<file path="src/rtl/ballot_sender.sv">
// ballot_sender: collects one vote per judge, then streams the accepted votes
// in ascending judge order to the tally over a valid/ready handshake.
module ballot_sender #(
    parameter int unsigned NUM_JUDGES = 4,
    parameter int unsigned CODE_W     = 2
) (
    input  logic              clk,
    input  logic              rst_n,
    input  logic              judge_cast,
    input  logic [1:0]        judge_id,
    input  logic [CODE_W-1:0] judge_vote,
    input  logic              close_poll,
    output logic              cast_ack,
    output logic              cast_err,
    output logic [2:0]        votes_cast,
    output logic              tx_valid,
    output logic [CODE_W-1:0] tx_code,
    output logic [1:0]        tx_judge,
    output logic              tx_last,
    input  logic              tx_ready,
    output logic              busy,
    output logic              done
);

    localparam int unsigned IdW  = 2;
    localparam int unsigned CntW = 3;
    localparam logic [CODE_W-1:0] CodeInvalid = CODE_W'(3);

    typedef enum logic [1:0] {StCollect, StSend, StDone} state_e;

    state_e                             state_q, state_d;
    logic [NUM_JUDGES-1:0]              voted_q, voted_d;
    logic [NUM_JUDGES-1:0][CODE_W-1:0]  codes_q, codes_d;
    logic [CntW-1:0]                    cnt_q, cnt_d;
    logic                               ack_q, ack_d;
    logic                               err_q, err_d;
    logic                               tx_valid_q, tx_valid_d;
    logic [CODE_W-1:0]                  tx_code_q, tx_code_d;
    logic [IdW-1:0]                     tx_judge_q, tx_judge_d;
    logic                               tx_last_q, tx_last_d;
    logic                               busy_q, busy_d;
    logic                               done_q, done_d;
    logic [IdW-1:0]                     nxt_id;

    // Lowest voted judge with ID >= lo.
    function automatic logic [IdW-1:0] first_voted(input logic [NUM_JUDGES-1:0] mask,
                                                   input int lo);
        logic [IdW-1:0] id;
        id = '0;
        for (int j = int'(NUM_JUDGES) - 1; j >= 0; j--) begin
            if (mask[j] && (j >= lo)) id = IdW'(j);
        end
        return id;
    endfunction

    // True when some voted judge has an ID strictly above idx.
    function automatic logic voted_above(input logic [NUM_JUDGES-1:0] mask, input int idx);
        logic r;
        r = 1'b0;
        for (int j = 0; j < int'(NUM_JUDGES); j++) begin
            if (mask[j] && (j > idx)) r = 1'b1;
        end
        return r;
    endfunction

    // Next-state: cast evaluation, poll termination and transfer sequencing.
    always_comb begin
        state_d    = state_q;
        voted_d    = voted_q;
        codes_d    = codes_q;
        cnt_d      = cnt_q;
        ack_d      = 1'b0;
        err_d      = 1'b0;
        tx_valid_d = tx_valid_q;
        tx_code_d  = tx_code_q;
        tx_judge_d = tx_judge_q;
        tx_last_d  = tx_last_q;
        nxt_id     = '0;
        unique case (state_q)
            StCollect: begin
                if (judge_cast) begin
                    if ((judge_vote != CodeInvalid) && !voted_q[judge_id]) begin
                        voted_d[judge_id] = 1'b1;
                        codes_d[judge_id] = judge_vote;
                        cnt_d             = cnt_q + CntW'(1);
                        ack_d             = 1'b1;
                    end else begin
                        err_d = 1'b1;
                    end
                end
                // The transition sees the count after this cycle's cast.
                if ((cnt_d == CntW'(NUM_JUDGES)) || (close_poll && (cnt_d != '0))) begin
                    state_d    = StSend;
                    nxt_id     = first_voted(voted_d, 0);
                    tx_valid_d = 1'b1;
                    tx_judge_d = nxt_id;
                    tx_code_d  = codes_d[nxt_id];
                    tx_last_d  = !voted_above(voted_d, int'(nxt_id));
                end else if (close_poll) begin
                    state_d = StDone;
                end
            end
            StSend: begin
                err_d = judge_cast;
                if (tx_ready) begin
                    if (tx_last_q) begin
                        state_d    = StDone;
                        tx_valid_d = 1'b0;
                        tx_code_d  = '0;
                        tx_judge_d = '0;
                        tx_last_d  = 1'b0;
                    end else begin
                        nxt_id     = first_voted(voted_q, int'(tx_judge_q) + 1);
                        tx_judge_d = nxt_id;
                        tx_code_d  = codes_q[nxt_id];
                        tx_last_d  = !voted_above(voted_q, int'(nxt_id));
                    end
                end
            end
            StDone: begin
                err_d   = judge_cast;
                voted_d = '0;
                codes_d = '0;
                cnt_d   = '0;
                state_d = StCollect;
            end
            default: state_d = StCollect;
        endcase
        busy_d = (state_d == StSend);
        done_d = (state_d == StDone);
    end

    // State and registered outputs; reset also drops tx_valid asynchronously.
    always_ff @(posedge clk or negedge rst_n) begin
        if (!rst_n) begin
            state_q    <= StCollect;
            voted_q    <= '0;
            codes_q    <= '0;
            cnt_q      <= '0;
            ack_q      <= 1'b0;
            err_q      <= 1'b0;
            tx_valid_q <= 1'b0;
            tx_code_q  <= '0;
            tx_judge_q <= '0;
            tx_last_q  <= 1'b0;
            busy_q     <= 1'b0;
            done_q     <= 1'b0;
        end else begin
            state_q    <= state_d;
            voted_q    <= voted_d;
            codes_q    <= codes_d;
            cnt_q      <= cnt_d;
            ack_q      <= ack_d;
            err_q      <= err_d;
            tx_valid_q <= tx_valid_d;
            tx_code_q  <= tx_code_d;
            tx_judge_q <= tx_judge_d;
            tx_last_q  <= tx_last_d;
            busy_q     <= busy_d;
            done_q     <= done_d;
        end
    end

    assign cast_ack   = ack_q;
    assign cast_err   = err_q;
    assign votes_cast = cnt_q;
    assign tx_valid   = tx_valid_q;
    assign tx_code    = tx_code_q;
    assign tx_judge   = tx_judge_q;
    assign tx_last    = tx_last_q;
    assign busy       = busy_q;
    assign done       = done_q;

endmodule

</file>
<file path="config.mk">
export PLATFORM = sky130hd
export DESIGN_NAME = ballot_sender
export DESIGN_NICKNAME = d
export VERILOG_FILES = /design/src/rtl/ballot_sender.sv
export SDC_FILE = /design/constraint.sdc
export NUM_CORES = 1
export LEC_CHECK = 0
export CAP_MARGIN = 20
export CORE_ASPECT_RATIO = 0.6
export CORE_MARGIN = 10
export CORE_UTILIZATION = 40
export DETAILED_ROUTE_END_ITERATION = 12
export SETUP_SLACK_MARGIN = 0.05
export SYNTH_ARGS = -nofsm -noshare
export SYNTH_HDL_FRONTEND = slang
export SYNTH_SLANG_ARGS = --single-unit
</file>
<file path="constraint.sdc">
create_clock -name clk -period 4.05 [get_ports clk]
set_input_delay 0.6075 -clock clk [delete_from_list [all_inputs] [get_ports clk]]
set_output_delay 0.6075 -clock clk [all_outputs]
set_load 0.05 [all_outputs]
</file>
-- Word level (Yosys, flattened, before mapping)
Index checks and enable logic that the tools add are counted.
- flip-flop bits (word level): 27
- bits of input ports: 9
- word-level logic and storage cells: 139
- add/sub/neg operators: 2
- $lt $le $gt $ge: 14
- equal/unequal tests: 9
- multiplexer cells: 74
- bitwise operators: 1
- reduce and logical (&&, ||, !) cells: 24
- operator list (kind ; number):
    2-to-1 mux 2 bit ; 26
    2-to-1 mux 1 bit ; 24
    2-to-1 mux 8 bit ; 3
    one-hot mux 8 bit (2 select lines) ; 1
    logical AND 1 bit ; 13
    2-to-1 mux 4 bit ; 3
    one-hot mux 2 bit (2 select lines) ; 3
    less-than comparator 2 x 3 -> 1 bit, second input constant ; 3
    2-to-1 mux 3 bit ; 3
    binary-select mux 2 bit (select 2 bit) ; 2
    bitwise mux 8 bit ; 1
    greater-than comparator 2 bit, first input constant ; 4
    inequality test 2 bit, second input constant ; 4
    one-hot mux 4 bit (2 select lines) ; 1
    greater-or-equal comparator 1 x 3 -> 1 bit, first input constant ; 2
    greater-or-equal comparator 2 x 3 -> 1 bit, first input constant ; 2
    one-hot mux 1 bit (2 select lines) ; 3
    one-hot mux 3 bit (2 select lines) ; 1
    demux 2 bit (select 2 bit) ; 1
    equality test 2 x 1 -> 1 bit, second input constant ; 2
    equality test 2 bit, second input constant ; 2
    greater-than comparator 1 x 2 -> 1 bit, first input constant ; 2
    bitwise OR 4 bit ; 1
    AND reduction 4 bit ; 1
    other kinds (13) ; 16

-- Logic depth before layout (Yosys ltp)
Gate-level depths: netlist of the first run.
- word-level depth: 24
- mapped depth: 9
- gate-level depth less buffers: 7

-- Least setup slack after synthesis of the first run
No wires, ideal clock.
- path type: in2reg
- from: in judge_id[0]
- to: reg tx_judge_q[0], in the netlist tx_judge[0]
- setup time: 0.125 ns
- arrival: 2.756 ns
- required time: 3.925 ns
- setup slack: 1.169 ns
- stages: 7
- path buffers: 2
- cells stage by stage: buf_6 -> mux4_2 -> or4b_4 -> a2111o_1 -> and2_1 -> buf_6 -> mux2_4
- word-level cells in the longest chain between the ends: 16
- RTL lines (element ; RTL line ; text):
    start, declared ; 10 ; input logic [1:0] judge_id,
    less-than comparator 2 x 3 -> 1 bit (implied by the code) / greater-or-equal comparator 2 x 1 -> 1 bit (equally long branches) ; 83 ; voted_d[judge_id] = 1'b1;
    logical AND 1 bit (implied by the code) ; 83 ;
    2-to-1 mux 1 bit (implied by the code) ; 83 ;
    demux 1 bit (select 2 bit) ; 83 ;
    bitwise OR 4 bit (no line) ; n/a ;
    2-to-1 mux 4 bit ; 82 ; if ((judge_vote != CodeInvalid) && !voted_q[judge_id]) begin
    2-to-1 mux 4 bit ; 81 ; if (judge_cast) begin
    2-to-1 mux 4 bit ; 79 ; unique case (state_q)
    2-to-1 mux 2 bit (4 in series) ; 51 ; if (mask[j] && (j >= lo)) id = IdW'(j);
    2-to-1 mux 2 bit ; 92 ; if ((cnt_d == CntW'(NUM_JUDGES)) || (close_poll && (cnt_d != '0))) begin
    2-to-1 mux 2 bit ; 79 ;
    2-to-1 mux 2 bit ; 92 ;
    one-hot mux 2 bit (2 select lines) ; 79 ;
    end signal, assigned ; 157 ; tx_judge_q <= tx_judge_d;
    end, declared ; 39 ; logic [IdW-1:0] tx_judge_q, tx_judge_d;
Several ways; a longest one is shown, not always the timed one. The select of a mux whose other input is x is not followed.
A chain may end at the register's enable or synchronous reset.

-- Final worst setup path of the first run
- from: in judge_id[0]
- to: reg tx_judge_q[1], in the netlist tx_judge[1]
Same word-level chain as after synthesis.

==> run summary, run 1 <==
In this run the tool buffered the top-level ports with 21 buffer cells. The leakage power of the design is around 0.94 nW. The first routing iteration left roughly 250 violations.

TritonCTS built the clock tree. The clock skew is approximately 0.0040 ns. For this run, the total global-route usage over all layers was measured as 0.128. In the final timing run, aggregate negative setup slack is 0 ns. For the worst setup path, the data arrival time is roughly 3.5 ns. The cell sitting at the root of the clock tree is a clkbuf_8. In the synthesized netlist, the number of instances is around 220.

dfrtp_1 takes more of the synthesized area than any other cell. The worst setup path is launched from an input port. The initial antenna violation count is 0. 22 I/O pins were placed. The worst max-slew margin expressed relative to the limit came out at 0.350. The endpoint identified for the worst register-to-register timing path is tx_judge[1].

In the final layout, the multi-input gates occupy approximately 0.0011 sq mm. The synthesis-stage register bit count came out at 27. The post-synthesis area per instance is 8.74 sq um. The post-detailed-route count of antenna-violating nets came out at 0. The final layout net count came out at between 200 and 300. The core region is between 0.004 and 0.005 sq mm. The total congestion overflow came out at 0. The number of clock buffers inserted by TritonCTS is 3.

The clock period minus worst slack is 3.30 ns. After clock tree synthesis, the clock-pin slew on the worst setup and hold paths is around 0.090 ns. The power per unit of standard cell area is around 740 mW/mm^2. The number of endpoints failing setup at the final stage came out at 0. At the end of routability-driven placement, the weighted congestion stood at a little under 0.9. The remaining routing DRC violations is 0.

The first-pass iteration count of the detailed router came out at 5. The top achievable clock speed came out at 303 MHz. After the flow finishes, the layout carries non-filler instances totaling 298. The run finished with clean final reports.

Ranked by instance count, the synthesized netlist is headed by 27 x dfrtp_1, 22 x nor2_1, 17 x nand2_1, 13 x a21oi_1, 12 x inv_1. The utilization after layout came out at 0.482. The worst setup timing slack at the placement stage came out at just under 0.5 ns. Using the TritonRoute via totals, the vias-per-cell ratio works out to between 5 and 6. The commonest register cell after synthesis is dfrtp_1.

The final cycle utilization of the critical path came out at 0.814. The distinct cell type count of the synthesized netlist came out at 62. The number of buffers added for setup after CTS is 0. The tightest min-delay check is of the reg -> reg type. Of the cells placed in the final design, the portion with a size suffix greater than 1 is 0.0809. The number of synthesized flops with an enable pin is 0. The effective utilization at floorplan is 0.420.

The fraction of post-synthesis cell area in the top cell type by area came out at 0.347. The clock net in this run drives a total of 27 sinks. Relative to the synthesized area, the layout overhead comes to 14.6%.

The row count is 19. The overall die height is roughly 74 um. The worst setup path is captured at a flop.

The width of the die is roughly 110 um. The buffer levels on the longest clock path came out at 2. The die outline area is around 0.0082 sq mm.

The routed wire length is just over 5000 um. The hold buffer count at CTS is 0. In this run the most critical hold path is launched from tx_valid. The maximum vdd drop is around 380 uV. The post-detailed-placement cell area came out at about 0.0022 sq mm. The most critical setup path has its startpoint at judge_id[0]. The highest net fanout along the worst path came out at 10. The count of antenna diodes in the layout is 0. The transition at the pin with the smallest max-transition slack is between 0.9 and 1 ns.

The number of hold violations in the final report is 0. The insertion delay to the later sink of the worst-skew pair came out at approximately 0.27 ns. The placed cell count is approximately 300.

The most common cell in the synthesized netlist is dfrtp_1. Power comes to 1.66 mW. The number of instances resized during post-cts repair is 0.

The maximum number of pins on one net before global-route repair came out at 28. The average wire length per cell after detail routing is between 15 and 20 um. The sequential cells in the finished layout cover a total of ~680 sq um. The max-slew violation count came out at 0.

The first-pass GRT wire length came out at 8400 um. The Yosys step of the flow raised 0 warnings. The number of cells on the worst reg-to-reg path came out at 5. The synthesized net count is approximately 240. The number of inserted filler cells in the final layout came out at 449. Sorting the synthesized cells by area gives the leading types as dfrtp_1 35%, nor2_1 4.2%, mux2i_1 3.6%.

The post-synthesis cell area came out at between 0.0015 and 0.002 sq mm. The worst setup path is of the in -> reg kind. Summing all non-filler instances in the final layout gives an area of between 0.002 and 0.0025 sq mm. The half-perimeter wire length after placement came out at 3840 um. At the worst endpoint, the required time is 4.22 ns. The fraction of the yosys area taken by sequential cells is 0.347. The worst hold margin came out at between 0.5 and 0.6 ns. The slack of the critical path came out at about 0.75 ns.

In this run the number of H-tree levels came out at 1. In this run the critical register-to-register path is launched from voted_q[2]. Setup slack on the worst reg-to-reg path comes out at 1.15 ns.

The number of global-route vias before repair came out at about 1,600. The number of max-cap violations is 0. The most critical setup path has its endpoint at tx_judge[1]. Setup repair after global routing left no endpoint under its margin. The via count of the routed design came out at around 1,800.

The share of synthesized registers carrying an async set or reset is 1.00.
==> layer usage <==
layer,track usage,part of all wire,vias to the layer above,routed length (um)
met5,0,0,-,0
met1,0.214,0.54,839,2780
met2,0.153,0.35,83,1800
met4,0.00993,0.0027,0,14
li1,-,-,855,-
met3,0.0371,0.11,2,551
==> placed cells by master (no fill, tap or decap), drive strengths merged, types with 3 or more instances in the layout <==
| master | count |
|---|---|
| a211oi | 3 |
| a21boi | 3 |
| a21o | 4 |
| a21oi | 13 |
| a31o | 3 |
| a31oi | 4 |
| and2 | 4 |
| buf | 4 |
| clkbuf | 3 |
| clkdlybuf4s50 | 21 |
| dfrtp | 27 |
| ha | 5 |
| inv | 12 |
| mux2i | 7 |
| nand2 | 17 |
| nand2b | 5 |
| nor2 | 22 |
| nor2b | 3 |
| nor3 | 5 |
| nor3b | 3 |
| nor4 | 3 |
| nor4b | 3 |
| o21ai | 7 |
| o221ai | 3 |
==> cell families after synthesis <==
family,count (synthesis),synth area share
xor+xnor,3,0.0135
buf+inv,29,0.0649
fa+ha+maj,7,0.0424
flops,27,0.347
compound gates,69,0.259
mux,10,0.0629
simple gates,78,0.211
==> final cells by class <==
class / instances / share of cell area
clock inverter: 1 / 0.00224
clock buffer: 3 / 0.0185
inverter: 12 / 0.0202
sequential: 27 / 0.303
timing repair buffer: 25 / 0.108
multi-input combinational: 167 / 0.513
tap: 63 / 0.0353
==> how the worst min path moves through the flow <==
stage / to / slack, ns / cells after the start
detailed placement: tx_valid / 0.52 / 2
CTS: tx_valid / 0.55 / 2
floorplan: busy / 0.31 / 0
global route: tx_valid / 0.60 / 2
finish: tx_valid / 0.54 / 2
global placement: tx_valid / 0.54 / 2
==> registers in the layout (all words and copies together), names as in the netlist <==
name and flops:
busy 1, cast_ack 1, cast_err 1, codes_q 8, done 1, state_q 2, tx_code 2, tx_judge 2
tx_last 1, tx_valid 1, voted_q 4, votes_cast 3
==> power by group <==
| part | internal, mW | switching [mW] |
|---|---|---|
| Sequential | 0.371 | 0.156 |
| Combinational | 0.391 | 0.581 |
| Clock | 0.0690 | 0.0871 |
==> critical path: stages <==
cell and delay [ns]:
clkdlybuf4s50_1 0.68, mux4_2 0.63, or4b_4 0.57, a2111o_1 0.43, and2_1 0.23, mux2_4 0.31
Note: power is estimated with default switching activity, not from simulation.
==> inputs of run 2 (changes only) <==
clock period = 3.4 ns   (was 4.05 ns; I/O delays follow)
==> run 2 against run 1 <==
  * Wire length grew 5.3%
  * Via count grew 0.22%
  * Count of clock-buffer cells in the layout is the same
  * Hold slack gained 0.025 ns
==> run summary, run 2 (synthesis results as in run 1) <==
The run finished with clean final reports. The footprint of the flip-flops and latches came out at between 600 and 700 sq um. The final weighted congestion in routability-driven placement came out at a little under 1. The deepest level of the CTS H-tree came out at 1. For this run the aggregate overflow at the end of global routing stands at 0. The number of clock buffers inserted by TritonCTS came out at 3. After detailed routing, the number of vias per cell comes to 5.83. The worst-case IR drop observed on VDD is approximately 470 uV.

The number of global-route vias before repair is around 1,700. The register bank with the most flops is codes_q. The number of max-cap violations came out at 0. The insertion delay to the later sink of the worst-skew pair is roughly 0.27 ns.

The number of endpoints failing setup at the final stage is 0. The post-detailed-route count of antenna-violating nets came out at 0. The worst max-slew margin expressed relative to the limit came out at 0.554.

Across every metal layer, demand over resource in global routing totals 0.140. The min-delay analysis places its worst path in the category reg -> reg. The most common library cell in the layout ignoring fill and taps is dfrtp_1. For this block, the initial DRC count from the detailed router was 194. The worst path needs just over 3 ns of the cycle, external delays included. The initial antenna violation count came out at 0. The number of hold violations in the final report is 0. The row count came out at 19. The flip-flop count of the largest register, all copies and words added came out at 8. TritonCTS built the clock tree. At the end of the flow the core is filled with cells to 0.495.

The via count of the routed design came out at 1,783. The buffer cell driving the clock tree root is clkbuf_8. The transition at the pin with the smallest max-transition slack is about 0.67 ns. The number of inserted filler cells in the final layout came out at about 450. The number of buffers added for setup after CTS came out at 0. Dividing the final minimum period by the clock period gives 0.887. The clock passes through at most 2 buffers. The top achievable clock speed came out at roughly 330 MHz.

The die outline area is between 0.008 and 0.009 sq mm. For this design the top-level I/O count stands at 22. For the final database, setup skew stands at about 0.0037 ns. The number of instances resized during post-cts repair is 0. The overall die height came out at 74.1 um. The first-pass GRT wire length came out at about 9100 um. The count of antenna diodes in the layout is 0.

The hold buffer count at CTS is 0. The half-perimeter wire length after placement came out at ~4100 um. The area added between synthesis and finish came out at 17.8%. The initial utilization of the core area, before any placement, comes to 0.420.

The net count of the finished layout is between 200 and 300. Setup slack closes at 0.383 ns. Dividing total power by cell area gives a power density of between 800 and 900 mW/mm^2. STA puts the critical path data arrival time at about 3.2 ns. Clock-pin slew was measured on the worst setup and hold paths at 0.10 ns. The width of the die came out at approximately 110 um. The leakage power of the design came out at around 0.98 nW. In the layout the commonest cells are 27 x dfrtp_1, 22 x nor2_1, 21 x clkdlybuf4s50_1. Entering global routing, the biggest net connects 28 pins. The final setup TNS came out at 0 ns. The highest net fanout along the worst path came out at 6. The startpoint class of the critical path is an input port. STA classifies the critical path endpoint as a flop. The final layout contains routed wiring with a total length of between 5000 and 6000 um. The required time of the critical path is 3.57 ns. The average wire length per cell after detail routing is between 15 and 20 um.

The core region is about 0.0046 sq mm. For this run, the detailed router's first-pass iteration total came to 5. In this run the tool buffered the top-level ports with 21 buffer cells.

Prior to clock tree synthesis, the placed netlist has a worst setup slack of 0.0919 ns. Setup repair after global routing left no endpoint under its margin. Of the cells placed in the final design, the portion with a size suffix greater than 1 is 0.111. CTS saw 27 sinks. The max-slew violation count is 0.

The worst setup path is of the in -> reg kind. The area occupied by multi-input gates is between 0.001 and 0.0015 sq mm. The remaining routing DRC violations is 0.
==> run 2: cell count changes in the layout (fill, tap and decap cells not counted), sizes merged <==
| cell | delta |
|---|---|
| buf | +8 |
| clkinv | -1 |
| clkinvlp | +1 |
==> run 2: metrics by stage <==
stage	instance area [sq um]	total power [mW]	hold WS [ns]	std cells
5_1_grt	2290	2.18	0.614	306
6_report	2290	2.01	0.569	306
3_3_place_gp	2250	1.82	0.558	302
4_1_cts	2290	2.01	0.584	306
3_5_place_dp	2250	1.81	0.559	302
2_1_floorplan	1950	1.47	0.214	223
==> run 2: layout make-up <==
type / instances / share of cell area
Clock buffer: 3 / 0.0180
Tap cell: 63 / 0.0344
Multi-Input combinational cell: 167 / 0.499
Clock inverter: 1 / 0.00327
Inverter: 12 / 0.0196
Timing Repair Buffer: 33 / 0.131
Sequential cell: 27 / 0.294
==> run 2: critical path, cell delays in order <==
cell	delay [ns]
clkdlybuf4s50_1	0.53
mux4_2	0.58
or4b_4	0.57
a2111o_1	0.44
and2_1	0.24
mux2_4	0.32
==> run 2: worst paths after layout <==
kind	start	end	slack (ns)	cells after the start
setup / recovery	judge_id[0]	tx_judge[1]	0.38	6
hold / removal	codes_q[5]	codes_q[5]	0.57	2
setup reg to reg	voted_q[0]	tx_judge[1]	0.68	5
hold reg to reg	codes_q[5]	codes_q[5]	0.57	2
max in group asynchronous	rst_n	state_q[0]	2.54	2
min in group asynchronous	rst_n	voted_q[3]	0.60	2
==> run 2: per-layer routing <==
metal,up-vias,part of all wire,GRT usage
met4,0,0.0046,0.0184
li1,866,-,-
met3,4,0.11,0.0569
met2,84,0.34,0.168
met1,829,0.54,0.223
met5,-,0,0
==> run 2: power breakdown <==
| part | internal [mW] | total, mW | leakage (nW) | switching [mW] |
|---|---|---|---|---|
| sequential | 0.443 | 0.585 | 0.351 | 0.142 |
| combinational | 0.487 | 1.23 | 0.604 | 0.748 |
| clock | 0.0833 | 0.189 | 0.0217 | 0.106 |
==> inputs of run 3 (changes only) <==
CORE_UTILIZATION = 30   (was 40)
DONT_BUFFER_PORTS = 1   (was default)
==> run 3 against run 2 <==
  * Via count shrank 4.0%
  * Non-clock buffer count is 29 lower
  * Count of clock-buffer cells in the layout unchanged
  * Die area up 25%
  * Register-to-register slack got worse by 0.07 ns
  * First-iteration DRC count up 6.7%
  * Critical path type is now reg -> reg
  * Largest cell class unchanged
  * Highest routed layer unchanged
==> run summary, run 3 (synthesis results as in run 1) <==
The flow ran to the end, and the final reports show no timing, DRC or antenna violations. The number of cells on the worst reg-to-reg path is 5. The area added between synthesis and finish is 5.91%. The transition at the pin with the smallest max-transition slack is 0.984 ns. The arrival time at the worst endpoint is 2.96 ns. The final cycle utilization of the critical path came out at 0.822. The half-perimeter wire length after placement is between 4000 and 5000 um. In the layout the commonest cells are 27 x dfrtp_1, 22 x nor2_1, 17 x nand2_1. The remaining routing DRC violations came out at 0. Across the VDD grid, the largest voltage drop is 298 uV. The final setup TNS is 0 ns. The number of global-route vias before repair is between 1,500 and 2,000. The row count came out at 22.

Of the cells placed in the final design, the portion with a size suffix greater than 1 is 0.0888. Counting the fill cells in the layout gives 671. The number of hold violations in the final report came out at 0. The final layout net count is between 200 and 250. The number of clock buffers inserted by TritonCTS came out at 3. The per-cell via count in the routed design came out at around 5.7. The CTS tree is built.

The initial antenna violation count was 0. The slack of the critical path came out at about 0.61 ns. The number of max-cap violations came out at 0. The worst setup path is of the reg -> reg kind.

The die outline area came out at 0.0102 sq mm. More flip-flops sit in one register than any other, and that register is codes_q. The startpoint of the most critical register-to-register path is voted_q[1]. The max-slew violation count came out at 0. For the worst-skew pair, the clock arrives at the later sink with an insertion delay of ~0.28 ns.

The power per unit of standard cell area is 907 mW/mm^2. Timing analysis after detailed placement gives a worst setup slack of about 0.65 ns. The total global routing track utilization is 0.114.

The post-detailed-route count of antenna-violating nets came out at 0. Measured along the y axis, the die boundary spans around 82 um. The filler-free cell count of the finished design is 298.

The deepest level of the CTS H-tree is 1. The area inside the core boundary came out at 0.00619 sq mm. STA classifies the critical path endpoint as a flop. The first-pass iteration count of the detailed router is 4.

The width of the die is roughly 120 um. The post-detailed-placement cell area came out at roughly 0.0020 sq mm. The I/O pin count is 22.

The total non-filler cell area in the finished layout is ~0.0021 sq mm. The maximum number of pins on one net before global-route repair is 28. The count of antenna diodes in the layout came out at 0.

The total congestion overflow came out at 0. The area occupied by multi-input gates came out at 0.00115 sq mm. The highest net fanout along the worst path is 15. The buffer cell driving the clock tree root is clkbuf_8. The buffer levels on the longest clock path is 2.

The number of buffers added for setup after CTS came out at 0. The average wire length per cell after detail routing came out at 18.6 um. Headroom to the max-slew limit came out at 0.335.

Summed over all layers, the routed wires come to 5540 um. The leakage power of the design came out at ~0.86 nW. Setup repair after global routing left no endpoint under its margin. At the end of routability-driven placement, the weighted congestion stood at about 0.9.

The startpoint class of the critical path is a flop. Once layout is complete, the utilization of the core stands at 0.333. The via count of the routed design is between 1,500 and 2,000.

Setup slack on the worst reg-to-reg path comes out at roughly 0.61 ns. The effective utilization at floorplan came out at 0.315. The top achievable clock speed came out at 358 MHz. The starting DRC count in detailed routing is ~210.

In this run the critical register-to-register path is captured at tx_judge[0]. The placed cell count came out at between 200 and 300. The clock period minus worst slack came out at 2.79 ns. The number of sinks handled by clock tree synthesis is 27. Clock skew on the completed layout was measured at approximately 0.0044 ns. The flip-flop count of the largest register, all copies and words added is 8.

Setup violations remaining at the end of the flow were counted as 0. The library cell used most frequently in the layout, excluding fill and tap cells, is dfrtp_1. The classification of the worst-slack hold path is in -> async. The first-pass GRT wire length came out at a little over 9000 um.

The footprint of the flip-flops and latches is 676 sq um. For the worst setup path, the data required time is approximately 3.6 ns. The clock edge transition at the registers on the reported setup and hold paths came out at about 0.1 ns.

The count of buffers inserted at the top-level ports came out at 0.
==> run 3: changes by cell type in the layout (fill, tap and decap cells not counted) <==
cell             before  now
buf_12                0    1
clkdlybuf4s50_1      21    0
buf_4                12    3
==> run 3: power by group <==
part	internal (mW)	switching [mW]	total, mW
logic	0.369	0.488	0.857
clock network	0.0833	0.107	0.191
registers	0.438	0.386	0.824
==> run 3: critical path, stage by stage (launching register included) <==
cell and delay [ns]:
dfrtp_1 0.56, mux4_2 0.58, or4b_4 0.57, a2111o_1 0.43
and2_1 0.23, mux2_4 0.31
==> run 3: worst max-delay path by stage <==
stage                      from          end  slack, ns
global route         voted_q[1]         busy       0.51
finish               voted_q[1]  tx_judge[0]       0.61
floorplan           judge_id[0]  tx_judge[0]       0.62
CTS                  voted_q[1]  tx_judge[0]       0.62
global placement     voted_q[1]  tx_judge[1]       0.69
detailed placement   voted_q[1]  tx_judge[0]       0.65
==> run 3: layout make-up <==
| class | count | area share |
|---|---|---|
| multi-input cells | 167 | 0.555 |
| flip-flops and latches | 27 | 0.327 |
| well taps | 84 | 0.0509 |
| inverters | 12 | 0.0218 |
| repair buffers | 4 | 0.0206 |
| clock buffers | 3 | 0.0200 |
| clock inverters | 1 | 0.00364 |
==> run 3: routing by layer <==
metal / track usage / share of wire
met1: 0.185 / 0.52
met2: 0.123 / 0.33
met3: 0.0576 / 0.15
met4: 0.0103 / 0.0027
met5: 0 / 0
==> run 3: metrics by stage <==
| step | hold WS [ns] | power [mW] |
|---|---|---|
| finish | 0.0342 | 1.87 |
| global route | 0.0320 | 2.04 |
| CTS | 0.0353 | 1.87 |
| detailed placement | 0.216 | 1.67 |
| global placement | 0.216 | 1.67 |
| floorplan | 0.214 | 1.47 |
==> run 3: what timing repair did <==
item                                   CTS  global route
endpoints found under the hold margin   27             0
hold buffers                             1             0
resized for setup                        0             0
